[src/rtl/seg_scan_decoder_pkg.sv]
// -----------------------------------------------------------------------------
// seg_scan_decoder_pkg
// Shared constants for the multiplexed 7-segment scan decoder and the display
// driver that produces the scan:
//   - active-low segment codes for digits 0-9 and blank (bit7=a ... bit1=g,
//     bit0=dp; dp is always written as 1 (off) here)
//   - active-low one-hot digit select codes
//   - decoded value codes BLANK / BAD
//   - FSM state type and small helpers for classifying a digit select code
// -----------------------------------------------------------------------------
package seg_scan_decoder_pkg;

  // Segment patterns, active low, dp off
  localparam logic [7:0] SEG_0     = 8'b0000_0011;
  localparam logic [7:0] SEG_1     = 8'b1001_1111;
  localparam logic [7:0] SEG_2     = 8'b0010_0101;
  localparam logic [7:0] SEG_3     = 8'b0000_1101;
  localparam logic [7:0] SEG_4     = 8'b1001_1001;
  localparam logic [7:0] SEG_5     = 8'b0100_1001;
  localparam logic [7:0] SEG_6     = 8'b0100_0001;
  localparam logic [7:0] SEG_7     = 8'b0001_1111;
  localparam logic [7:0] SEG_8     = 8'b0000_0001;
  localparam logic [7:0] SEG_9     = 8'b0000_1001;
  localparam logic [7:0] SEG_BLANK = 8'b1111_1111;

  // Digit select codes, active-low one-hot; digit3 is the leftmost
  localparam logic [3:0] DIG_SEL_3 = 4'b0111;
  localparam logic [3:0] DIG_SEL_2 = 4'b1011;
  localparam logic [3:0] DIG_SEL_1 = 4'b1101;
  localparam logic [3:0] DIG_SEL_0 = 4'b1110;
  localparam logic [3:0] DIG_NONE  = 4'b1111;

  // Decoded value codes beyond BCD
  localparam logic [3:0] BLANK = 4'hF;
  localparam logic [3:0] BAD   = 4'hE;

  typedef enum logic [1:0] {
    ST_IDLE   = 2'd0,
    ST_SETTLE = 2'd1,
    ST_HOLD   = 2'd2
  } scan_state_e;

  // True when exactly one digit is being driven
  function automatic logic dig_is_sel(input logic [3:0] dig);
    return (dig == DIG_SEL_3) || (dig == DIG_SEL_2) ||
           (dig == DIG_SEL_1) || (dig == DIG_SEL_0);
  endfunction

  // True when more than one digit line is driven low at once
  function automatic logic dig_multi_low(input logic [3:0] dig);
    return ($countones(~dig) > 1);
  endfunction

endpackage

[src/rtl/seg_scan_decoder_seg7_decode.sv]
// -----------------------------------------------------------------------------
// seg7_decode
// Purely combinational lookup of an active-low 7-segment pattern to its digit
// value. The decimal point is ignored.
//   seg   in  8  active-low segments (bit7=a ... bit1=g, bit0=dp)
//   value out 4  0-9 for digits, BLANK for all-off, BAD for anything else
// -----------------------------------------------------------------------------
module seg7_decode
  import seg_scan_decoder_pkg::*;
(
  input  logic [7:0] seg,
  output logic [3:0] value
);

  logic [7:0] seg_m;

  always_comb begin
    // Force dp to "off" so a lit decimal point still matches its digit
    seg_m = seg | 8'h01;
    value = BAD;
    case (seg_m)
      SEG_0:     value = 4'd0;
      SEG_1:     value = 4'd1;
      SEG_2:     value = 4'd2;
      SEG_3:     value = 4'd3;
      SEG_4:     value = 4'd4;
      SEG_5:     value = 4'd5;
      SEG_6:     value = 4'd6;
      SEG_7:     value = 4'd7;
      SEG_8:     value = 4'd8;
      SEG_9:     value = 4'd9;
      SEG_BLANK: value = BLANK;
      default:   value = BAD;
    endcase
  end

endmodule

[src/rtl/seg_scan_decoder.sv]
// -----------------------------------------------------------------------------
// seg_scan_decoder
// Snoops a 4-digit multiplexed 7-segment display bus and recovers the shown
// digits. Each digit is captured once its segment/select lines have been
// stable for SETTLE_CYC cycles; when all four digits have been captured the
// frame is published on 'digits'.
//
// Parameters
//   SETTLE_CYC   consecutive identical samples needed for a capture (>= 2)
//   TIMEOUT_CYC  cycles without a capture before the scan is declared lost
// Ports
//   clk          system clock
//   reset        synchronous, active-low reset
//   seg_in[7:0]  active-low segments, asynchronous
//   dig_in[3:0]  active-low one-hot digit select, asynchronous
//   digits[15:0] last complete frame, [15:12]=digit3 ... [3:0]=digit0
//   frame_valid  one-cycle pulse when digits updates
//   scan_active  high while captures keep arriving within TIMEOUT_CYC
//   seg_err      one-cycle pulse after capturing an undecodable pattern
//   dig_err      one-cycle pulse on entry into a multi-low select code
// -----------------------------------------------------------------------------
module seg_scan_decoder
  import seg_scan_decoder_pkg::*;
#(
  parameter int unsigned SETTLE_CYC  = 16,
  parameter int unsigned TIMEOUT_CYC = 200000
) (
  input  logic        clk,
  input  logic        reset,
  input  logic [7:0]  seg_in,
  input  logic [3:0]  dig_in,
  output logic [15:0] digits,
  output logic        frame_valid,
  output logic        scan_active,
  output logic        seg_err,
  output logic        dig_err
);

  localparam int unsigned SC_W = $clog2(SETTLE_CYC + 1);
  localparam int unsigned TO_W = $clog2(TIMEOUT_CYC + 1);

  // Two-flop synchronizers plus a one-cycle history for change detection
  logic [7:0] seg_s1_q, seg_s2_q, seg_prev_q;
  logic [3:0] dig_s1_q, dig_s2_q, dig_prev_q;

  scan_state_e state_q, state_d;
  logic [SC_W-1:0]   settle_cnt_q, settle_cnt_d;
  logic [TO_W-1:0]   to_cnt_q, to_cnt_d;
  logic [3:0][3:0]   staging_q, staging_d;
  logic [3:0]        mask_q, mask_d, mask_base;
  logic [15:0]       digits_q, digits_d;
  logic              frame_valid_q, frame_valid_d;
  logic              scan_active_q, scan_active_d;
  logic              seg_err_q, seg_err_d;
  logic              dig_err_q, dig_err_d;
  logic              multi_low_prev_q, multi_low_d;

  logic              dig_sel;
  logic              changed;
  logic              capture;
  logic              to_sat;
  logic [3:0]        dec_value;
  logic [1:0]        dig_idx;

  seg7_decode u_seg7_decode (
    .seg   (seg_s2_q),
    .value (dec_value)
  );

  always_comb begin
    dig_sel     = dig_is_sel(dig_s2_q);
    multi_low_d = dig_multi_low(dig_s2_q);
    changed     = (seg_s2_q != seg_prev_q) || (dig_s2_q != dig_prev_q);
    dig_idx     = 2'd0;
    case (dig_s2_q)
      DIG_SEL_3: dig_idx = 2'd3;
      DIG_SEL_2: dig_idx = 2'd2;
      DIG_SEL_1: dig_idx = 2'd1;
      default:   dig_idx = 2'd0;
    endcase
  end

  // Capture FSM
  always_comb begin
    state_d      = state_q;
    settle_cnt_d = settle_cnt_q;
    capture      = 1'b0;
    case (state_q)
      ST_IDLE: begin
        if (dig_sel) begin
          state_d      = ST_SETTLE;
          settle_cnt_d = SC_W'(1);
        end
      end
      ST_SETTLE: begin
        if (!dig_sel) begin
          state_d      = ST_IDLE;
          settle_cnt_d = '0;
        end else if (changed) begin
          settle_cnt_d = SC_W'(1);
        end else begin
          settle_cnt_d = settle_cnt_q + 1'b1;
          if (settle_cnt_d == SC_W'(SETTLE_CYC)) begin
            capture = 1'b1;
            state_d = ST_HOLD;
          end
        end
      end
      ST_HOLD: begin
        // Holding the captured digit; only a change may arm a new capture
        if (!dig_sel) begin
          state_d      = ST_IDLE;
          settle_cnt_d = '0;
        end else if (changed) begin
          state_d      = ST_SETTLE;
          settle_cnt_d = SC_W'(1);
        end
      end
      default: begin
        state_d      = ST_IDLE;
        settle_cnt_d = '0;
      end
    endcase
  end

  // Frame assembly, timeout and flags
  always_comb begin
    staging_d = staging_q;
    if (capture) begin
      staging_d[dig_idx] = dec_value;
    end

    to_sat   = (to_cnt_q == TO_W'(TIMEOUT_CYC));
    to_cnt_d = to_cnt_q;
    if (capture) begin
      to_cnt_d = '0;
    end else if (!to_sat) begin
      to_cnt_d = to_cnt_q + 1'b1;
    end

    scan_active_d = scan_active_q;
    if (capture) begin
      scan_active_d = 1'b1;
    end else if (to_sat) begin
      scan_active_d = 1'b0;
    end

    // A completed frame is published one cycle after the mask fills; a
    // capture landing in that same cycle starts the next frame's mask.
    frame_valid_d = (mask_q == 4'hF);
    digits_d      = frame_valid_d ? staging_q : digits_q;
    mask_base     = (frame_valid_d || to_sat) ? 4'h0 : mask_q;
    mask_d        = capture ? (mask_base | ~dig_s2_q) : mask_base;

    seg_err_d = capture && (dec_value == BAD);
    dig_err_d = multi_low_d && !multi_low_prev_q;
  end

  always_ff @(posedge clk) begin
    if (!reset) begin
      seg_s1_q         <= 8'hFF;
      seg_s2_q         <= 8'hFF;
      seg_prev_q       <= 8'hFF;
      dig_s1_q         <= 4'hF;
      dig_s2_q         <= 4'hF;
      dig_prev_q       <= 4'hF;
      state_q          <= ST_IDLE;
      settle_cnt_q     <= '0;
      to_cnt_q         <= '0;
      staging_q        <= {4{BLANK}};
      mask_q           <= 4'h0;
      digits_q         <= {4{BLANK}};
      frame_valid_q    <= 1'b0;
      scan_active_q    <= 1'b0;
      seg_err_q        <= 1'b0;
      dig_err_q        <= 1'b0;
      multi_low_prev_q <= 1'b0;
    end else begin
      seg_s1_q         <= seg_in;
      seg_s2_q         <= seg_s1_q;
      seg_prev_q       <= seg_s2_q;
      dig_s1_q         <= dig_in;
      dig_s2_q         <= dig_s1_q;
      dig_prev_q       <= dig_s2_q;
      state_q          <= multi_low_d ? ST_IDLE : state_d;
      settle_cnt_q     <= settle_cnt_d;
      to_cnt_q         <= to_cnt_d;
      staging_q        <= staging_d;
      mask_q           <= mask_d;
      digits_q         <= digits_d;
      frame_valid_q    <= frame_valid_d;
      scan_active_q    <= scan_active_d;
      seg_err_q        <= seg_err_d;
      dig_err_q        <= dig_err_d;
      multi_low_prev_q <= multi_low_d;
    end
  end

  assign digits      = digits_q;
  assign frame_valid = frame_valid_q;
  assign scan_active = scan_active_q;
  assign seg_err     = seg_err_q;
  assign dig_err     = dig_err_q;

endmodule

[config.mk]
export PLATFORM = sky130hd
export DESIGN_NAME = seg_scan_decoder
export DESIGN_NICKNAME = d
export VERILOG_FILES = /design/src/rtl/seg_scan_decoder_pkg.sv /design/src/rtl/seg_scan_decoder_seg7_decode.sv /design/src/rtl/seg_scan_decoder.sv
export SDC_FILE = /design/constraint.sdc
export NUM_CORES = 1
export LEC_CHECK = 0
export BUFFER_PORTS_ARGS = -buffer_cell sky130_fd_sc_hd__buf_2
export CAP_MARGIN = 20
export CORE_MARGIN = 10
export CORE_UTILIZATION = 59
export DETAILED_ROUTE_END_ITERATION = 10
export PLACE_DENSITY = 0.82
export SYNTH_ARGS = -nofsm -noshare
export SYNTH_HDL_FRONTEND = slang
export SYNTH_HIERARCHICAL = 1
export SYNTH_SLANG_ARGS = --single-unit
[constraint.sdc]
create_clock -name clk -period 2.9 [get_ports clk]
set_input_delay 0.29 -clock clk [delete_from_list [all_inputs] [get_ports clk]]
set_output_delay 0.29 -clock clk [all_outputs]
set_load 0.02 [all_outputs]
# --- Word-level counts from Yosys, hierarchy flattened ---
# Cells that the tools add are included.
word_totals:
  ff_bits: 102
  latch_bits: 0
  ramBits: 0
  rom_bits: 0
  elab_cells: 99
  n_memories: 0
op_classes:
  add_sub_neg: 5
  mul: 0
  n_div: 0
  magnitude_cmp: 3
  n_eq_ne: 26
  shifts: 0
  muxes: 26
  n_bitwise: 3
  reduce_logical: 16
op_table:
  columns: ["operator", "count"]
  rows:
  - ["$pmux W4 S11", 1]
  - ["$mux W5", 5]
  - ["$eq A7 B7 Y1 const B", 3]
  - ["$eq A4 B4 Y1 const B", 5]
  - ["$add A18 B1 Y18 const B", 1]
  - ["$eq A18 B18 Y1 const B", 1]
  - ["$bwmux W16", 1]
  - ["$pmux W5 S3", 1]
  - ["$eq A7 B3 Y1 const B", 2]
  - ["$eq A7 B6 Y1 const B", 2]
  - ["$mux W2", 6]
  - ["$mux W4", 3]
  - ["$pmux W2 S3", 2]
  - ["$ne A3 B3 Y1 const B", 3]
  - ["$demux W4 S2", 1]
  - ["$ne A8 B8 Y1", 1]
  - ["$eq A7 B1 Y1 const B", 1]
  - ["$eq A7 B4 Y1 const B", 1]
  - ["$eq A7 B5 Y1 const B", 1]
  - ["$logic_not A7 Y1", 1]
  - ["$mux W1", 6]
  - ["$add A5 B1 Y5 const B", 1]
  - ["$eq A5 B5 Y1 const B", 1]
  - ["$logic_or A1 B1 Y1", 5]
  - ["other kinds (20)", 24]

# --- Logic depth before layout (Yosys ltp) ---
# Gate-level depths: netlist of the first run.
logic_depth:
  depth_word: 7
  depth_mapped: 8

# --- Hierarchy ---
# The synthesis of the first run kept the hierarchy.
modules_own_cells:
  columns: ["module", "instances", "cells_per_inst", "area_each_um2", "seq_area_each_um2"]
  rows:
  - ["seg_scan_decoder", 1, 424, 4056.4, 2042.0]
  - ["seg7_decode", 1, 42, 302.8, 0.0]

# --- Worst setup path after synthesis of the first run ---
# No wires, ideal clock.
synth_timing:
  path_kind: "reg-to-reg"
  start: "reg settle_cnt_q[0]"
  end: "reg to_cnt_q[12]"
  setup_ns: 0.115
  arrival_time_ns: 1.940
  setup_slack_ns: 0.845
  stages_incl_launch_ff: 8
  n_path_buf: 1
  cell_sequence: "dfxtp_1 > ha_1 > nand3_1 > or3_1 > o21a_1 > o41ai_4 > buf_6 > nor2_1"
synth_via:
  elab_chain_cells: 7
synth_rtl:
  columns: ["item", "line", "text"]
  rows:
  - ["start: declaration", "seg_scan_decoder.sv:47", "logic [SC_W-1:0] settle_cnt_q, settle_cnt_d;"]
  - ["start signal: assignment", "seg_scan_decoder.sv:186", "settle_cnt_q <= settle_cnt_d;"]
  - ["$add A5 B1 Y5", "seg_scan_decoder.sv:102", "settle_cnt_d = settle_cnt_q + 1'b1;"]
  - ["$eq A5 B5 Y1", "seg_scan_decoder.sv:103", "if (settle_cnt_d == SC_W'(SETTLE_CYC)) begin"]
  - ["$mux W1", "seg_scan_decoder.sv:103", null]
  - ["$mux W1", "seg_scan_decoder.sv:99", "end else if (changed) begin"]
  - ["$mux W1", "seg_scan_decoder.sv:96", "if (!dig_sel) begin"]
  - ["$mux W1", "seg_scan_decoder.sv:88", "case (state_q)"]
  - ["$reduce_or A2 Y1 (no line)", null, null]
  - ["end signal: assignment", "seg_scan_decoder.sv:187", "to_cnt_q <= to_cnt_d;"]
  - ["end: declaration", "seg_scan_decoder.sv:48", "logic [TO_W-1:0] to_cnt_q, to_cnt_d;"]
# No other way between the ends.
# A chain may end at the register's enable or synchronous reset.

# --- Worst setup path in the final report of the first run ---
layout_timing:
  start: "reg seg_s2_q[6]"
  end: "reg to_cnt_q[3]"
layout_via:
  elab_chain_cells: 6
layout_rtl:
  columns: ["item", "line", "text"]
  rows:
  - ["start: declaration", "seg_scan_decoder.sv:43", "logic [7:0] seg_s1_q, seg_s2_q, seg_prev_q;"]
  - ["start signal: assignment", "seg_scan_decoder.sv:180", "seg_s2_q <= seg_s1_q;"]
  - ["$ne A8 B8 Y1", "seg_scan_decoder.sv:73", "changed = (seg_s2_q != seg_prev_q) || (dig_s2_q != dig_prev_q);"]
  - ["$logic_or A1 B1 Y1", "seg_scan_decoder.sv:73", null]
  - ["$mux W1", "seg_scan_decoder.sv:99", null]
  - ["$mux W1", "seg_scan_decoder.sv:96", null]
  - ["$mux W1", "seg_scan_decoder.sv:88", null]
  - ["$reduce_or A2 Y1 (no line)", null, null]
# No other way between the ends.

==> results of run 1 <==
## area by class of cell
type                            instances  area (um2)
Clock buffer                           10         138
Clock inverter                          6        51.3
Fill cell                             626        2500
Inverter                               12        45.0
Multi-Input combinational cell        328        2130
Sequential cell                       102        2040
Tap cell                               99         124
Timing Repair Buffer                   36         188
## metal layers
metal	part of all wire (%)	wire length (um)
met2	47	3700
met4	1.5	114
met1	47	3700
met3	4.3	341
met5	0	0
## flip-flops by register name (all words and copies together), names as in the netlist, 2 cells and up
name          cells
seg_prev_q        8
mask_q            4
seg_s2_q          8
dig_s2_q          4
seg_s1_q          8
digits           16
staging_q        16
dig_prev_q        4
state_q           2
to_cnt_q         18
dig_s1_q          4
settle_cnt_q      5
## logic make-up after synthesis
logic type               count (synthesis)  synth area share (%)
AO/OA/AOI/OAI                           38                  5.94
adder cells (fa/ha/maj)                  8                  2.47
multiplexers                            18                  4.13
AND/OR/NAND/NOR                        234                  30.1
flip-flops                             102                  46.8
buffers and inverters                   36                  4.28
XOR/XNOR                                30                  6.20
## power by group through the flow
stage,Clock [mW],Sequential [mW],Combinational [mW]
detailed placement,0,1.49,0.157
floorplan,0,1.48,0.134
global route,0.926,1.46,0.178
finish,0.844,1.46,0.157
CTS,0.872,1.46,0.158
global placement,0,1.49,0.151
## metrics by stage
stage | cell area [um2] | setup WS [ps] | instances | hold slack, ps | power [mW]
after floorplan | 4360 | 845 | 466 | 367 | 1.61
after global placement | 4530 | 799 | 577 | 371 | 1.64
after detailed placement | 4530 | 674 | 577 | 374 | 1.65
after CTS | 4720 | 659 | 593 | 83.0 | 2.49
after global routing | 4720 | 454 | 593 | 87.1 | 2.57
final | 4720 | 689 | 593 | 96.0 | 2.46
## worst paths after layout
kind	from	to	cells past startpoint
worst max register to register	seg_s2_q[6]	to_cnt_q[3]	6
worst min-delay path	dig_in[2]	dig_s1_q[2]	2
worst max-delay path	seg_s2_q[6]	to_cnt_q[3]	6
worst min register to register	multi_low_prev_q	dig_err	1
## layout by cell type (no fill, tap or decap), drive strengths merged, types with 2 or more instances in the layout
| master | count |
|---|---|
| clkbuf | 10 |
| xor2 | 20 |
| nor2 | 31 |
| mux2i | 18 |
| o31a | 2 |
| xnor2 | 10 |
| o211ai | 3 |
| nand2 | 50 |
| nand3 | 33 |
| and2 | 3 |
| nor2b | 25 |
| nand4 | 15 |
| nor4b | 5 |
| a21oi | 10 |
| o21ai | 14 |
| and4b | 3 |
| and3 | 6 |
| clkinv | 2 |
| nand3b | 3 |
| nor4 | 6 |
| nor3 | 8 |
| or4 | 3 |
| dfxtp | 102 |
| buf | 36 |
| nand2b | 37 |
| and4 | 3 |
| ha | 7 |
| inv | 16 |
==> run summary, run 1 <==
LOGIC SYNTHESIS
--------------------------------------------------------------------------------------
Most common cell in the netlist ......................................... sky130_fd_sc_hd__dfxtp_1
Dominant cell type by area after synthesis .............................. sky130_fd_sc_hd__dfxtp_1
Cell area after synthesis ...............................................     4360 um2
Proportion of synthesized chip area in sequential cells .................        46.8%
Synth warnings ..........................................................            6
Fraction of post-synthesis cell area in the top cell type by area .......        46.8%
Number of unique standard cell types used by synthesis ..................           54
Most common library cells after synthesis ............................... 102 x sky130_fd_sc_hd__dfxtp_1, 50 x sky130_fd_sc_hd__nand2_1, 37 x sky130_fd_sc_hd__nand2b_1, 32 x sky130_fd_sc_hd__nand3_1, 30 x sky130_fd_sc_hd__nor2_1
Per-instance average area after synthesis ...............................     9.35 um2
Nets in the synthesized netlist .........................................          488
Main synth FF type ...................................................... sky130_fd_sc_hd__dfxtp_1
Flop and latch count out of synthesis ...................................          102
Cells taking the most area after synthesis .............................. sky130_fd_sc_hd__dfxtp_1 47%, sky130_fd_sc_hd__nand2b_1 5.3%, sky130_fd_sc_hd__nand2_1 4.3%
Share of synthesized registers carrying an async set or reset ...........           0%
Number of enable flip-flop cells after synthesis ........................            0
Synthesized instance count ..............................................          466

DRT
--------------------------------------------------------------------------------------
Pre-antenna DRT Iters ...................................................            4
Detailed-route DRC error count ..........................................            0
Sum of routed wire length over all layers ...............................      7850 um
Post-detailed-route wirelength per cell .................................      13.2 um
Number of vias per cell .................................................         5.34
Number of DRC markers after the initial detailed-route iteration ........          129
Post-route ant nets .....................................................            0
Vias ....................................................................         3169

STA
--------------------------------------------------------------------------------------
Count of endpoints failing setup in the final report ....................            0
Final hold vios .........................................................            0
Peak clock frequency supported by timing ................................      452 MHz
Slew @ Worst Pin ........................................................       815 ps
Sum Neg Setup Slack .....................................................         0 ps
Max-slew headroom .......................................................        45.5%
Unrepaired setup endpoints after global routing .........................           no
Final worst path period share ...........................................        76.2%
Shortest period the worst path allows ...................................      2210 ps
Max Clock Skew ..........................................................      14.7 ps
Final Max Tran Viols ....................................................            0

CRITICAL PATH
--------------------------------------------------------------------------------------
Critical path's top delay family ........................................ simple AND/OR/NAND/NOR gates
CP max-delay cell ....................................................... sky130_fd_sc_hd__dfxtp_1
Nature of the critical path endpoint ....................................         flop
Data arrival time of the critical path ..................................      2460 ps
Buffer and inverter count on the worst path .............................            1
Slowest stage delay, CP .................................................       590 ps
Biggest fanout along the worst timing path ..............................           18
Startpoint type of the worst setup path .................................         flop
Data required time at the worst endpoint ................................      3150 ps
Cells along the critical path ........................................... xor2_1, nor4_1, nand3_2, o41ai_4, buf_4, nor2_1
Setup Crit Path Kind ....................................................   reg -> reg
Reg-to-reg slack, setup .................................................       690 ps

GRT
--------------------------------------------------------------------------------------
Remaining global-route overflow .........................................            0
Met1 layer usage reported by global route ...............................        17.7%
GRT Max-Usage Layer .....................................................         met2
Largest net degree at the start of global routing .......................           45
Wire length of the first global-routing pass ............................     13700 um
All-layer global routing usage ..........................................        14.4%
Global routing usage on met3 ............................................        3.99%
Met2 demand-to-capacity share in global routing .........................        23.2%
Via count of the first global-routing pass ..............................         3045
Number of antenna violations at the first check in global routing .......            0

CELLS AND AREA
--------------------------------------------------------------------------------------
Total Nets Final ........................................................          511
Area growth syn-to-layout ...............................................        8.24%
Util after Layout .......................................................        65.4%
Layout cell share with drive strength beyond 1 ..........................        13.4%
Antenna diodes ..........................................................            0

POWER AND IR DROP
--------------------------------------------------------------------------------------
Max IR drop VDD .........................................................       436 uV
Power share of the sequential group .....................................        59.3%
Share of total power consumed by net switching ..........................        24.8%
Reported net switching power ............................................     0.610 mW
Cell leakage power ......................................................      1.92 nW
Part of the power in the clock network ..................................        34.3%
Combinational cell fraction of total power ..............................         6.4%
Power density normalized to cell area ...................................   521 nW/um2
Pint ....................................................................      1.85 mW

CTS
--------------------------------------------------------------------------------------
Clock sink count ........................................................          102
Clock root buffer ....................................................... sky130_fd_sc_hd__clkbuf_8
Cts bufs inserted .......................................................            9
Total of hold buffers inserted after clock tree synthesis ...............            0
Post-CTS sizing .........................................................            0
Clock insertion delay at the later pin of the skew report ...............       370 ps
Maximum number of buffers from clock root to sink .......................            2
Max H-tree Level ........................................................            3
Post CTS Setup Buffer Count .............................................            0
Clock slew seen by the registers of the worst setup and hold paths ......       100 ps
TritonCTS clock tree ....................................................        built

MIN PATH
--------------------------------------------------------------------------------------
Kind of path behind the tightest hold check .............................    in -> reg

FLOORPLAN
--------------------------------------------------------------------------------------
Die width ...............................................................       106 um
Die area ................................................................    11200 um2
Die height ..............................................................       106 um
Placeable core region ...................................................     7210 um2
Num ports ...............................................................           34
Starting density of the core ............................................        60.4%
Rows ....................................................................           31

PLACED DESIGN
--------------------------------------------------------------------------------------
IO buf count ............................................................           33
DP Wirelength ...........................................................      5700 um
Weighted congestion reported at the end of routability-driven placement .        0.853

JOB
--------------------------------------------------------------------------------------
Count of maximum capacitance violations .................................            0

OUTCOME
--------------------------------------------------------------------------------------
Status .................................................................. finished clean

(Power assumes the default switching activity.)
==> run 2: changes to the inputs <==
==> constraint.sdc (replaced) <==
create_clock -name clk -period 2.3 [get_ports clk]
set_input_delay 0.23 -clock clk [delete_from_list [all_inputs] [get_ports clk]]
set_output_delay 0.23 -clock clk [all_outputs]
set_load 0.02 [all_outputs]
==> run summary, run 2 (synthesis results as in run 1) <==
CTS
--------------------------------------------------------------------------------------
Clock root buffer ....................................................... sky130_fd_sc_hd__clkbuf_8
Clock slew seen by the registers of the worst setup and hold paths ......       100 ps
Clock insertion delay at the later pin of the skew report ...............       360 ps
Max H-tree Level ........................................................            3
Total of hold buffers inserted after clock tree synthesis ...............            0
Post-CTS sizing .........................................................            0
Cts bufs inserted .......................................................            9
Maximum number of buffers from clock root to sink .......................            2
Post CTS Setup Buffer Count .............................................            0
Clock sink count ........................................................          102
TritonCTS clock tree ....................................................        built

FLOORPLAN
--------------------------------------------------------------------------------------
Num ports ...............................................................           34
Starting density of the core ............................................        60.4%
Die height ..............................................................       106 um
Placeable core region ...................................................     7210 um2
Die area ................................................................    11200 um2
Die width ...............................................................       106 um
Rows ....................................................................           31

POWER AND IR DROP
--------------------------------------------------------------------------------------
Cell leakage power ......................................................      1.95 nW
Max IR drop VDD .........................................................       513 uV
Power density normalized to cell area ...................................   665 nW/um2
Post-layout total power .................................................      3.18 mW

STA
--------------------------------------------------------------------------------------
Slew @ Worst Pin ........................................................       606 ps
Final worst path period share ...........................................        91.7%
Shortest period the worst path allows ...................................      2110 ps
Max Clock Skew ..........................................................      10.0 ps
Sum Neg Setup Slack .....................................................         0 ps
PnR worst setup slack ...................................................       191 ps
Unrepaired setup endpoints after global routing .........................           no
Final Max Tran Viols ....................................................            0
Final hold vios .........................................................            0
Count of endpoints failing setup in the final report ....................            0
Max-slew headroom .......................................................        59.2%
Peak clock frequency supported by timing ................................      474 MHz

CRITICAL PATH
--------------------------------------------------------------------------------------
CP max-delay cell ....................................................... sky130_fd_sc_hd__dfxtp_1
Data required time at the worst endpoint ................................      2550 ps
Startpoint type of the worst setup path .................................         flop
Cells along the critical path ........................................... xor2_1, nor4_1, and3_2, nand4_1, mux2i_1
Buffer and inverter count on the worst path .............................            0
Slowest stage delay, CP .................................................       550 ps
Nature of the critical path endpoint ....................................         flop
Critical path's top delay family ........................................ simple AND/OR/NAND/NOR gates
Biggest fanout along the worst timing path ..............................           13
Setup Crit Path Kind ....................................................   reg -> reg
Data arrival time of the critical path ..................................      2360 ps

MIN PATH
--------------------------------------------------------------------------------------
Kind of path behind the tightest hold check .............................    in -> reg

GRT
--------------------------------------------------------------------------------------
Remaining global-route overflow .........................................            0
All-layer global routing usage ..........................................        14.5%
Largest net degree at the start of global routing .......................           28
Wire length of the first global-routing pass ............................     13800 um
Via count of the first global-routing pass ..............................         3113
Number of antenna violations at the first check in global routing .......            0

CELLS AND AREA
--------------------------------------------------------------------------------------
Most flops, register ....................................................     to_cnt_q
Number of flip-flops in the largest register ............................           18
Leading cell types in the layout, fill and taps excluded ................ 102 x sky130_fd_sc_hd__dfxtp_1, 50 x sky130_fd_sc_hd__nand2_1, 37 x sky130_fd_sc_hd__nand2b_1
Layout cell share with drive strength beyond 1 ..........................        14.4%
FF/Latch Area ...........................................................     2040 um2
Multi-input combinational cell area .....................................     2140 um2
Total Nets Final ........................................................          516
Antenna diodes ..........................................................            0
Area growth syn-to-layout ...............................................        9.67%
Most common cell after layout, fill and taps aside ...................... sky130_fd_sc_hd__dfxtp_1
Fillers .................................................................          622

DRT
--------------------------------------------------------------------------------------
Detailed-route DRC error count ..........................................            0
Sum of routed wire length over all layers ...............................      7870 um
Post-route ant nets .....................................................            0
Post-detailed-route wirelength per cell .................................      13.2 um
Number of vias per cell .................................................         5.29
Number of DRC markers after the initial detailed-route iteration ........          167
Vias ....................................................................         3163
Pre-antenna DRT Iters ...................................................            5

PLACED DESIGN
--------------------------------------------------------------------------------------
Weighted congestion reported at the end of routability-driven placement .        0.821
DP Wirelength ...........................................................      5780 um
Pre-CTS WS ..............................................................       197 ps
IO buf count ............................................................           33

JOB
--------------------------------------------------------------------------------------
Count of maximum capacitance violations .................................            0

OUTCOME
--------------------------------------------------------------------------------------
Status .................................................................. finished clean

[run 2: cell count changes in the layout (fill, tap and decap cells not counted), sizes merged]
| cell | previous run | this run |
|---|---|---|
| clkinvlp | 0 | 1 |
| buf | 36 | 41 |
| bufinv | 0 | 1 |
| clkbuf | 10 | 9 |
| inv | 16 | 15 |
[run 2: final cells by class]
cell class | count | area share, %
Multi-Input combinational cell | 328 | 44.7
Sequential cell | 102 | 42.7
Timing Repair Buffer | 41 | 4.79
Clock buffer | 9 | 2.59
Tap cell | 99 | 2.59
Clock inverter | 7 | 1.67
Inverter | 12 | 0.942
[run 2: path summary, 6_finish.rpt]
check | start | end | slack (ps) | depth (start not counted)
setup / recovery | seg_s2_q[7] | staging_q[12] | 190 | 5
hold / removal | seg_in[6] | seg_s1_q[6] | 50 | 2
setup reg to reg | seg_s2_q[7] | staging_q[12] | 190 | 5
hold reg to reg | multi_low_prev_q | dig_err | 390 | 1
[run 2: power breakdown]
group          switching (mW)  internal [mW]  leakage, nW
Combinational           0.118         0.0913         1.02
Clock                   0.622          0.518        0.102
Sequential             0.0311           1.80        0.831
Total                   0.771           2.41         1.95
[run 2: metal layers]
metal  global-route usage, %  wire (um)  up-vias
li1                        -          -     1632
met2                    24.0       3710       52
met1                    17.4       3710     1467
met5                       0          0        -
met4                    6.00        145        0
met3                    4.11        303       12
[run 2: through the flow]
step | util, % | std cells | hold slack, ps | cell area, um2
finish | 66.3 | 598 | 45.4 | 4780
CTS | 66.1 | 598 | 28.8 | 4770
global placement | 63.3 | 582 | 373 | 4570
global route | 66.3 | 598 | 26.0 | 4780
floorplan | - | 466 | 331 | 4360
detailed placement | 63.3 | 582 | 383 | 4570
